## src/rtl/sipo_pkg.sv

```systemverilog
// Shared definitions for the serial-to-parallel deserializer family.
// Holds the default word geometry and a helper that derives the width
// of the bit counter from the word width.
package sipo_pkg;

    localparam int SIPO_DEF_WIDTH     = 8;
    localparam bit SIPO_DEF_MSB_FIRST = 1'b1;

    // Number of bits needed to count 0..w-1.
    function automatic int cnt_width(input int w);
        return $clog2(w);
    endfunction

endpackage

```

## src/rtl/sipo_deserializer_if.sv

```systemverilog
// Handshake bundle of the deserializer.
//   serial_in / in_valid / in_ready      : bit-serial input side
//   parallel_out / out_valid / out_ready : word output side
//   bit_count                            : bits held in the current partial word
// slave  : the deserializer itself
// master : the environment (bit source plus word consumer)
interface sipo_deserializer_if #(
    parameter int WIDTH = sipo_pkg::SIPO_DEF_WIDTH
);
    import sipo_pkg::*;

    localparam int CNT_W = cnt_width(WIDTH);

    logic             serial_in;
    logic             in_valid;
    logic             in_ready;
    logic [WIDTH-1:0] parallel_out;
    logic             out_valid;
    logic             out_ready;
    logic [CNT_W-1:0] bit_count;

    modport slave (
        input  serial_in,
        input  in_valid,
        input  out_ready,
        output in_ready,
        output parallel_out,
        output out_valid,
        output bit_count
    );

    modport master (
        output serial_in,
        output in_valid,
        output out_ready,
        input  in_ready,
        input  parallel_out,
        input  out_valid,
        input  bit_count
    );

endinterface

```

## src/rtl/sipo_out_reg.sv

```systemverilog
// Valid/ready word holding register.
//   clk, reset_n : clock, asynchronous active-low reset
//   clear        : synchronous clear of data and valid (highest priority)
//   load         : capture load_data this cycle
//   load_data    : word to capture
//   load_ready   : a load this cycle will not overwrite an un-taken word
//   out_ready    : consumer takes the held word this cycle
//   data         : held word
//   valid        : data holds a word not yet taken
// A load and a transfer on the same edge replace the old word with the
// new one and keep valid high. The producer must respect load_ready.
module sipo_out_reg
    import sipo_pkg::*;
#(
    parameter int WIDTH = SIPO_DEF_WIDTH
) (
    input  logic             clk,
    input  logic             reset_n,
    input  logic             clear,
    input  logic             load,
    input  logic [WIDTH-1:0] load_data,
    output logic             load_ready,
    input  logic             out_ready,
    output logic [WIDTH-1:0] data,
    output logic             valid
);

    logic [WIDTH-1:0] data_q, data_d;
    logic             valid_q, valid_d;

    always_comb begin
        data_d  = data_q;
        valid_d = valid_q;
        if (clear) begin
            data_d  = '0;
            valid_d = 1'b0;
        end else if (load) begin
            data_d  = load_data;
            valid_d = 1'b1;
        end else if (valid_q && out_ready) begin
            // Data is left in place after a transfer; only valid drops.
            valid_d = 1'b0;
        end
    end

    always_ff @(posedge clk or negedge reset_n) begin
        if (!reset_n) begin
            data_q  <= '0;
            valid_q <= 1'b0;
        end else begin
            data_q  <= data_d;
            valid_q <= valid_d;
        end
    end

    assign load_ready = !valid_q || out_ready;
    assign data       = data_q;
    assign valid      = valid_q;

endmodule

```

## src/rtl/sipo_deserializer.sv

```systemverilog
// Parametrised serial-to-parallel deserializer.
//   clk      : sole clock, rising edge
//   reset_n  : asynchronous active-low reset
//   clear    : synchronous clear of the partial word and the held word
//   bus      : slave side of sipo_deserializer_if
//              (serial_in/in_valid/in_ready, parallel_out/out_valid/out_ready,
//               bit_count)
// Collects WIDTH bits, MSB-first or LSB-first, and hands the completed
// word to a holding register. One bit per cycle is sustained when the
// consumer keeps out_ready high.
module sipo_deserializer
    import sipo_pkg::*;
#(
    parameter int WIDTH     = SIPO_DEF_WIDTH,
    parameter bit MSB_FIRST = SIPO_DEF_MSB_FIRST
) (
    input  logic                 clk,
    input  logic                 reset_n,
    input  logic                 clear,
    sipo_deserializer_if.slave   bus
);

    localparam int               CNT_W    = cnt_width(WIDTH);
    localparam logic [CNT_W-1:0] LAST_CNT = CNT_W'(WIDTH - 1);

    logic [WIDTH-1:0] sr_q, sr_d;
    logic [CNT_W-1:0] bit_count_q, bit_count_d;
    logic [WIDTH-1:0] sr_shift;
    logic             accept;
    logic             last_bit;
    logic             load;
    logic             load_ready;
    logic             in_ready;

    function automatic logic [WIDTH-1:0] shift_in(input logic [WIDTH-1:0] cur,
                                                  input logic             b);
        if (MSB_FIRST) begin
            return {cur[WIDTH-2:0], b};
        end
        return {b, cur[WIDTH-1:1]};
    endfunction

    // The completed word includes the bit arriving this cycle, so it is
    // taken from the combinational shift result rather than sr_q.
    assign sr_shift = shift_in(sr_q, bus.serial_in);
    assign last_bit = (bit_count_q == LAST_CNT);

    // Stall only when the final bit would overwrite a word nobody has taken.
    assign in_ready = !(last_bit && !load_ready);
    assign accept   = bus.in_valid && in_ready;

    always_comb begin
        sr_d        = sr_q;
        bit_count_d = bit_count_q;
        load        = 1'b0;
        if (clear) begin
            sr_d        = '0;
            bit_count_d = '0;
        end else if (accept) begin
            sr_d = sr_shift;
            if (last_bit) begin
                bit_count_d = '0;
                load        = 1'b1;
            end else begin
                bit_count_d = bit_count_q + CNT_W'(1);
            end
        end
    end

    always_ff @(posedge clk or negedge reset_n) begin
        if (!reset_n) begin
            sr_q        <= '0;
            bit_count_q <= '0;
        end else begin
            sr_q        <= sr_d;
            bit_count_q <= bit_count_d;
        end
    end

    sipo_out_reg #(
        .WIDTH (WIDTH)
    ) u_out_reg (
        .clk        (clk),
        .reset_n    (reset_n),
        .clear      (clear),
        .load       (load),
        .load_data  (sr_shift),
        .load_ready (load_ready),
        .out_ready  (bus.out_ready),
        .data       (bus.parallel_out),
        .valid      (bus.out_valid)
    );

    assign bus.in_ready  = in_ready;
    assign bus.bit_count = bit_count_q;

endmodule
```

## src/flat_wrapper.sv

```systemverilog
// flat-port wrapper written by rule: the top's interface ports become plain ports
module sipo_deserializer_flat import sipo_pkg::*;
#(
    parameter int WIDTH     = SIPO_DEF_WIDTH,
    parameter bit MSB_FIRST = SIPO_DEF_MSB_FIRST
)
  (clk, reset_n, clear, bus_serial_in, bus_in_valid, bus_out_ready, bus_in_ready, bus_parallel_out, bus_out_valid, bus_bit_count);
  sipo_deserializer_if #(.WIDTH(WIDTH)) bus_i ();
  input  logic clk;
  input  logic reset_n;
  input  logic clear;
  input wire logic [$bits(bus_i.serial_in)-1:0] bus_serial_in;
  input wire logic [$bits(bus_i.in_valid)-1:0] bus_in_valid;
  input wire logic [$bits(bus_i.out_ready)-1:0] bus_out_ready;
  output wire logic [$bits(bus_i.in_ready)-1:0] bus_in_ready;
  output wire logic [$bits(bus_i.parallel_out)-1:0] bus_parallel_out;
  output wire logic [$bits(bus_i.out_valid)-1:0] bus_out_valid;
  output wire logic [$bits(bus_i.bit_count)-1:0] bus_bit_count;
  assign bus_i.serial_in = bus_serial_in;
  assign bus_i.in_valid = bus_in_valid;
  assign bus_i.out_ready = bus_out_ready;
  assign bus_in_ready = bus_i.in_ready;
  assign bus_parallel_out = bus_i.parallel_out;
  assign bus_out_valid = bus_i.out_valid;
  assign bus_bit_count = bus_i.bit_count;
  sipo_deserializer #(.WIDTH(WIDTH), .MSB_FIRST(MSB_FIRST)) u_core (.clk(clk), .reset_n(reset_n), .clear(clear), .bus(bus_i));
endmodule
```

## config.mk

```make
export PLATFORM = sky130hd
export DESIGN_NAME = sipo_deserializer_flat
export DESIGN_NICKNAME = d
export VERILOG_FILES = /design/src/rtl/sipo_pkg.sv /design/src/rtl/sipo_deserializer_if.sv /design/src/rtl/sipo_out_reg.sv /design/src/rtl/sipo_deserializer.sv /design/src/flat_wrapper.sv
export SDC_FILE = /design/constraint.sdc
export NUM_CORES = 1
export LEC_CHECK = 0
export CORE_ASPECT_RATIO = 1.25
export CORE_MARGIN = 2
export CORE_UTILIZATION = 52
export CTS_CLUSTER_DIAMETER = 60
export DETAILED_ROUTE_END_ITERATION = 10
export PLACE_DENSITY_LB_ADDON = 0.2
export SYNTH_ARGS = -nofsm -noshare
export SYNTH_HDL_FRONTEND = slang
export SYNTH_SLANG_ARGS = --single-unit
```

## constraint.sdc

```tcl
create_clock -name clk -period 3.3 [get_ports clk]
set_clock_uncertainty 0.15 [all_clocks]
set_input_delay 0.66 -clock clk [delete_from_list [all_inputs] [get_ports clk]]
set_output_delay 0.66 -clock clk [all_outputs]
set_load 0.02 [all_outputs]
```

==> results of run 1 <==
==> final cells by class <==
| type | instances | area, sq um |
|---|---|---|
| Fill cell | 133 | 495 |
| Sequential cell | 19 | 475 |
| Multi-Input combinational cell | 58 | 394 |
| Timing Repair Buffer | 19 | 188 |
| Clock buffer | 4 | 26.3 |
| Tap cell | 18 | 22.5 |
==> logic make-up (layout without fill, tap and decap cells) <==
| family | count (synthesis) | after routing | share of synthesized area (%) |
|---|---|---|---|
| DFF | 19 | 19 | 53.0 |
| buffers and inverters | 5 | 23 | 3.07 |
| adders and majority gates | 2 | 2 | 2.79 |
| and+or+nand+nor | 28 | 28 | 20.5 |
| AOI/OAI and AO/OA | 19 | 19 | 10.6 |
| muxes | 9 | 9 | 10.0 |
==> metal layers <==
layer | GRT usage, % | up-vias | part of all wire [%]
met5 | 0 | - | 0
met3 | 2.65 | 5 | 4.9
li1 | - | 320 | -
met1 | 29.2 | 308 | 47
met2 | 27.9 | 16 | 46
met4 | 8.06 | 0 | 1.8
==> worst max-delay path, delay by kind of cell <==
family	cells	cell delay, ns
and+or+nand+nor	1	0.14
buffers and inverters	2	1.09
==> power breakdown <==
group	internal, uW	total, uW	leakage [uW]	switching, uW
clock	47.1	116	0.0000150	68.6
combinational	18.9	37.4	0.000236	18.5
sequential	236	239	0.000263	2.85
total	302	392	0.000514	90.0
==> state kept, by name, indices dropped and copies added (netlist names) <==
register and count:
u_core.sr_q 7, u_core.bus.bit_count 3, u_core.u_out_reg.valid 1, u_core.u_out_reg.data 8
==> cell usage in the layout, fill, tap and decap left out, drive strengths merged <==
master | Yosys | routed
nand3 | 8 | 8
o21ai | 10 | 10
ha | 2 | 2
nor2b | 1 | 1
nand3b | 1 | 1
nand2 | 1 | 1
clkbuf | 3 | 4
mux2i | 9 | 9
dfrtp | 19 | 19
a21oi | 9 | 9
and2 | 2 | 2
and2b | 1 | 1
buf | 2 | 1
or4b | 1 | 1
nand2b | 13 | 13
clkdlybuf4s50 | 0 | 18
==> worst paths after layout <==
path / startpoint / end / slack [ns]
min reg2reg: u_core.sr_q[6] / u_core.u_out_reg.data[7] / 0.39
max reg2reg: u_core.bus.bit_count[0] / u_core.bus.bit_count[0] / 1.58
min in group asynchronous: reset_n / u_core.u_out_reg.data[7] / 0.67
max: bus_out_ready / bus_in_ready / 0.60
min: u_core.sr_q[6] / u_core.u_out_reg.data[7] / 0.39
max in group asynchronous: reset_n / u_core.sr_q[1] / 1.83
==> per-stage QoR <==
stage | setup WS, ns | hold slack (ns) | util (%)
final | 0.603 | 0.392 | 69.1
after global routing | 0.559 | 0.419 | 69.1
after CTS | 0.592 | 0.392 | 69.1
after detailed placement | 0.600 | 0.377 | 67.4
after global placement | 0.618 | 0.373 | 67.4
after floorplan | 1.47 | 0.214 | -
==> flow_metrics.env, run 1 <==
export IMPL_status="complete, no violations"
export IMPL_hold_path_class="reg -> reg"
export IMPL_htreeDepth=1
export IMPL_totalWireLength_mm=1.62
export IMPL_syn_area_sq_um=897
export IMPL_die_y_microns=50.4
export IMPL_path_cells="clkdlybuf4s50_1 > nand3b_4 > clkdlybuf4s50_1"
export IMPL_async_flop_share_pct=100
export IMPL_cts_hold_buf=0
export IMPL_grt_max_degree=20
export IMPL_nets=109
export IMPL_die_area_sq_um=2080
export IMPL_synthCells=82
export IMPL_cts_setup_buffers=0
export IMPL_cts_buffers=3
export IMPL_fin_setup_tns_ns=0
export IMPL_ant_nets=0
export IMPL_synth_seq_cells=19
export IMPL_rows=16
export IMPL_cts_tree="done"
export IMPL_clkTransAtPathRegs_ns=0.10
export IMPL_synth_edf_count=0
export IMPL_yosys_top_cells_area="dfrtp_1 53%, mux2i_1 10%, nand2b_1 9.1%, a21oi_1 5.0%, o21ai_0 5.0%"
export IMPL_fp_coreArea_sq_um=1600
export IMPL_crit_path_top_delay_cell="clkdlybuf4s50_1"
export IMPL_maxSlewViolCount=0
export IMPL_total_leakage_power_uw=0.000514
export IMPL_required_ns=2.49
export IMPL_fin_crit_ns=2.70
export IMPL_antenna_found_initial=0
export IMPL_crit_type="in -> out"
export IMPL_rsz0062_at_grt="no"
export IMPL_cts_sinks=19
export IMPL_r2r_cells=4
export IMPL_crit_fanout=3
export IMPL_slew_headroom_pct=45.7
export IMPL_synth_flop_cell="dfrtp_1"
export IMPL_instances_no_fill=118
export IMPL_setup_viol=0
export IMPL_start_kind="input pin"
export IMPL_syn_avg_cell_area_sq_um=10.9
export IMPL_post_cts_resized=0
export IMPL_drtIter0Drc=4
export IMPL_drc_errors=0
export IMPL_cp_end_kind="primary output"
export IMPL_drtPass1Iterations=4
export IMPL_grtUsageTotal_pct=19.5
export IMPL_total_power_uw=392
export IMPL_yosys_area_top_type="dfrtp_1"
export IMPL_yosysMostFrequentCell="dfrtp_1"
export IMPL_timing_final_crit_share_pct=81.7
export IMPL_antennaDiodeCount=0
export IMPL_hold_viol=0
export IMPL_vdd_drop_max_v=0.000249
export IMPL_cts_buffer_depth=2
export IMPL_grt_first_pass_wirelength_mm=2.77
export IMPL_drive_gt1_share_pct=6.00
export IMPL_place_inst=114
export IMPL_clock_latency_ns=0.29
export IMPL_yosys_warnings=0
export IMPL_syn_nets=90
export IMPL_ys_seq_area_share_pct=53.0
export IMPL_worstMarginPinSlew_ns=0.812
export IMPL_syn2layout_area_growth_pct=23.3
export IMPL_cts_root_buf="clkbuf_4"
export IMPL_synthTopCellsByCount="19 x dfrtp_1, 13 x nand2b_1, 9 x a21oi_1, 9 x mux2i_1, 9 x o21ai_0"
export IMPL_yosysTopAreaCellShare_pct=53.0
export IMPL_max_cap_violations=0
export IMPL_power_density_nw_per_um2=355
export IMPL_wl_per_cell_microns=13.7
export IMPL_overflow=0
export IMPL_initial_utilization_pct=56.0
export IMPL_grt_pass1_vias=609
export IMPL_ys_types=18
export IMPL_arrival_ns=1.89
export IMPL_die_x_microns=41.2
export IMPL_vias=649
export IMPL_via_per_inst=5.50
export IMPL_max_freq_ghz=0.371
export IMPL_worstHoldPathCells=2
export IMPL_dpl_cell_area_sq_um=1080
export IMPL_cp_common_cell="clkdlybuf4s50_1"
export IMPL_gp_congestion=0.705
export IMPL_dpl_hpwl_mm=1.15
export IMPL_final_area_sq_um=1110
export IMPL_pin_count=19
export IMPL_io_buffers=18
export IMPL_cp_slowest_stage_delay_ns=0.60
(Power assumes the default switching activity.)
==> run 2: changes to the inputs <==
--- a/config.mk
+++ b/config.mk
@@ -7,7 +7,7 @@
 export LEC_CHECK = 0
 export CORE_ASPECT_RATIO = 1.25
 export CORE_MARGIN = 2
-export CORE_UTILIZATION = 52
+export CORE_UTILIZATION = 48
 export CTS_CLUSTER_DIAMETER = 60
 export DETAILED_ROUTE_END_ITERATION = 10
 export PLACE_DENSITY_LB_ADDON = 0.2
==> constraint.sdc (replaced) <==
create_clock -name clk -period 2.8 [get_ports clk]
set_clock_uncertainty 0.15 [all_clocks]
set_input_delay 0.56 -clock clk [delete_from_list [all_inputs] [get_ports clk]]
set_output_delay 0.56 -clock clk [all_outputs]
set_load 0.02 [all_outputs]
==> run 2 against run 1 <==
Combinational power grew 22%. Register-to-register slack lost 0.47 ns. Cell area grew 0.79%. Final cell count grew 1.7%. Largest cell class unchanged. Routed wire length shrank 3.1%. Sequential power grew 18%. Critical path type is now reg -> out. Total power grew 18%. Clock power grew 17%. Via count shrank 2.0%.
==> flow_metrics.env, run 2 (synthesis results as in run 1) <==
export IMPL_postLayoutCoreUtil_pct=63.1
export IMPL_fin_crit_ns=2.55
export IMPL_vias=636
export IMPL_hold_path_class="reg -> reg"
export IMPL_setup_viol=0
export IMPL_cts_buffers=3
export IMPL_initial_utilization_pct=50.8
export IMPL_cts_buffer_depth=2
export IMPL_grt_max_degree=24
export IMPL_combPwrFrac_pct=9.9
export IMPL_required_ns=2.09
export IMPL_grtUsageTotal_pct=17.2
export IMPL_rows=17
export IMPL_worst_path_buf_inv=1
export IMPL_cp_end_kind="primary output"
export IMPL_post_cts_resized=0
export IMPL_clock_latency_ns=0.30
export IMPL_io_buffers=18
export IMPL_timing_final_crit_share_pct=91.1
export IMPL_drtIter0Drc=4
export IMPL_cp_slowest_stage_delay_ns=0.59
export IMPL_die_area_sq_um=2230
export IMPL_vdd_drop_max_v=0.000274
export IMPL_total_leakage_power_uw=0.000518
export IMPL_antenna_found_initial=0
export IMPL_multiInputGateArea_sq_um=394
export IMPL_cts_setup_buffers=0
export IMPL_start_kind="register"
export IMPL_mostFrequentLayoutCell="dfrtp_1"
export IMPL_grt_pass1_vias=606
export IMPL_worstMarginPinSlew_ns=0.312
export IMPL_via_per_inst=5.30
export IMPL_drtPass1Iterations=4
export IMPL_maxSlewViolCount=0
export IMPL_nets=110
export IMPL_die_y_microns=52.3
export IMPL_crit_fanout=4
export IMPL_slew_headroom_pct=79.2
export IMPL_clkTransAtPathRegs_ns=0.10
export IMPL_status="complete, no violations"
export IMPL_routed_top_layer="met4"
export IMPL_drive_gt1_share_pct=6.93
export IMPL_startpoint="u_core.bus.bit_count[0]"
export IMPL_htreeDepth=1
export IMPL_dr_wl_met3_microns=58
export IMPL_max_cap_violations=0
export IMPL_die_x_microns=42.7
export IMPL_totalWireLength_mm=1.57
export IMPL_pwr_share_seq_pct=60.7
export IMPL_syn2layout_area_growth_pct=24.3
export IMPL_fin_setup_tns_ns=0
export IMPL_overflow=0
export IMPL_cts_hold_buf=0
export IMPL_fp_coreArea_sq_um=1770
export IMPL_ant_nets=0
export IMPL_p_int_uw=357
export IMPL_power_density_nw_per_um2=416
export IMPL_crit_reg2reg_launch="u_core.bus.bit_count[0]"
export IMPL_cp_common_cell="ha_1"
export IMPL_path_cells="ha_1 > ha_1 > nand3b_4 > clkdlybuf4s50_1"
export IMPL_antennaDiodeCount=0
export IMPL_largest_reg_flops=8
export IMPL_min_from="u_core.sr_q[6]"
export IMPL_wl_per_cell_microns=13.1
export IMPL_critical_path_top_delay_family="buffers and inverters"
export IMPL_met2WireLength_microns=696
export IMPL_grt_first_pass_wirelength_mm=2.79
export IMPL_swShare_pct=22.9
export IMPL_wl_met1_microns=776
export IMPL_hold_viol=0
export IMPL_power_switching_uw=106
export IMPL_ff_latch_area_sq_um=475
export IMPL_rsz0062_at_grt="no"
export IMPL_max_freq_ghz=0.392
export IMPL_gp_congestion=0.748
export IMPL_drc_errors=0
export IMPL_crit_type="reg -> out"
export IMPL_clkPwrFrac_pct=29.4
export IMPL_pin_count=19
export IMPL_mostFrequentLayoutCells="19 x dfrtp_1, 18 x clkdlybuf4s50_1, 13 x nand2b_1"
export IMPL_crit_path_top_delay_cell="clkdlybuf4s50_1"
export IMPL_cts_sinks=19
export IMPL_cts_tree="done"
export IMPL_fillers=157
export IMPL_cts_root_buf="clkbuf_4"
export IMPL_arrival_ns=1.84
## run 2: cell count changes in the layout (fill, tap and decap cells not counted), sizes merged
cell	delta
buf	+1
## run 2: area by class of cell
cell class	count	share of cell area, %
well taps	19	2.13
flip-flops and latches	19	42.6
clock buffers	4	2.36
repair buffers	20	17.5
multi-input cells	58	35.4
## run 2: worst paths after layout
kind	endpoint	slack [ns]	cells after the start
setup / recovery	bus_in_ready	0.25	4
hold / removal	u_core.u_out_reg.data[7]	0.39	2
setup reg to reg	u_core.bus.bit_count[0]	1.11	4
hold reg to reg	u_core.u_out_reg.data[7]	0.39	2
max in group asynchronous	u_core.sr_q[6]	1.86	2
min in group asynchronous	u_core.u_out_reg.data[0]	0.44	2
## run 2: power by group through the flow
stage,Sequential (uW),Clock [uW],Combinational [uW]
5_1_grt,282,152,50.9
2_1_floorplan,290,0,20.8
6_report,281,136,45.7
4_1_cts,282,144,46.6
3_5_place_dp,287,0,46.2
3_3_place_gp,287,0,46.2
## run 2: layer usage
| metal | track usage, % | vias up |
|---|---|---|
| li1 | - | 328 |
| met1 | 23.1 | 292 |
| met2 | 25.3 | 12 |
| met3 | 2.07 | 4 |
| met4 | 12.5 | 0 |
| met5 | 0 | - |
## run 2: tightest hold or removal path, cell delays in order, from the launching register on
cell and delay [ns]:
dfrtp_1 0.39, nand3_1 0.07, a21oi_1 0.05
## run 2: stage by stage
| stage | cells | setup slack [ns] | power, uW | hold WS, ns | cell area, sq um |
|---|---|---|---|---|---|
| global route | 120 | 0.165 | 485 | 0.415 | 1110 |
| detailed placement | 116 | 0.311 | 333 | 0.376 | 1090 |
| floorplan | 82 | 1.07 | 311 | 0.114 | 897 |
| global placement | 116 | 0.316 | 333 | 0.373 | 1090 |
| finish | 120 | 0.249 | 463 | 0.392 | 1110 |
| CTS | 120 | 0.225 | 473 | 0.392 | 1110 |
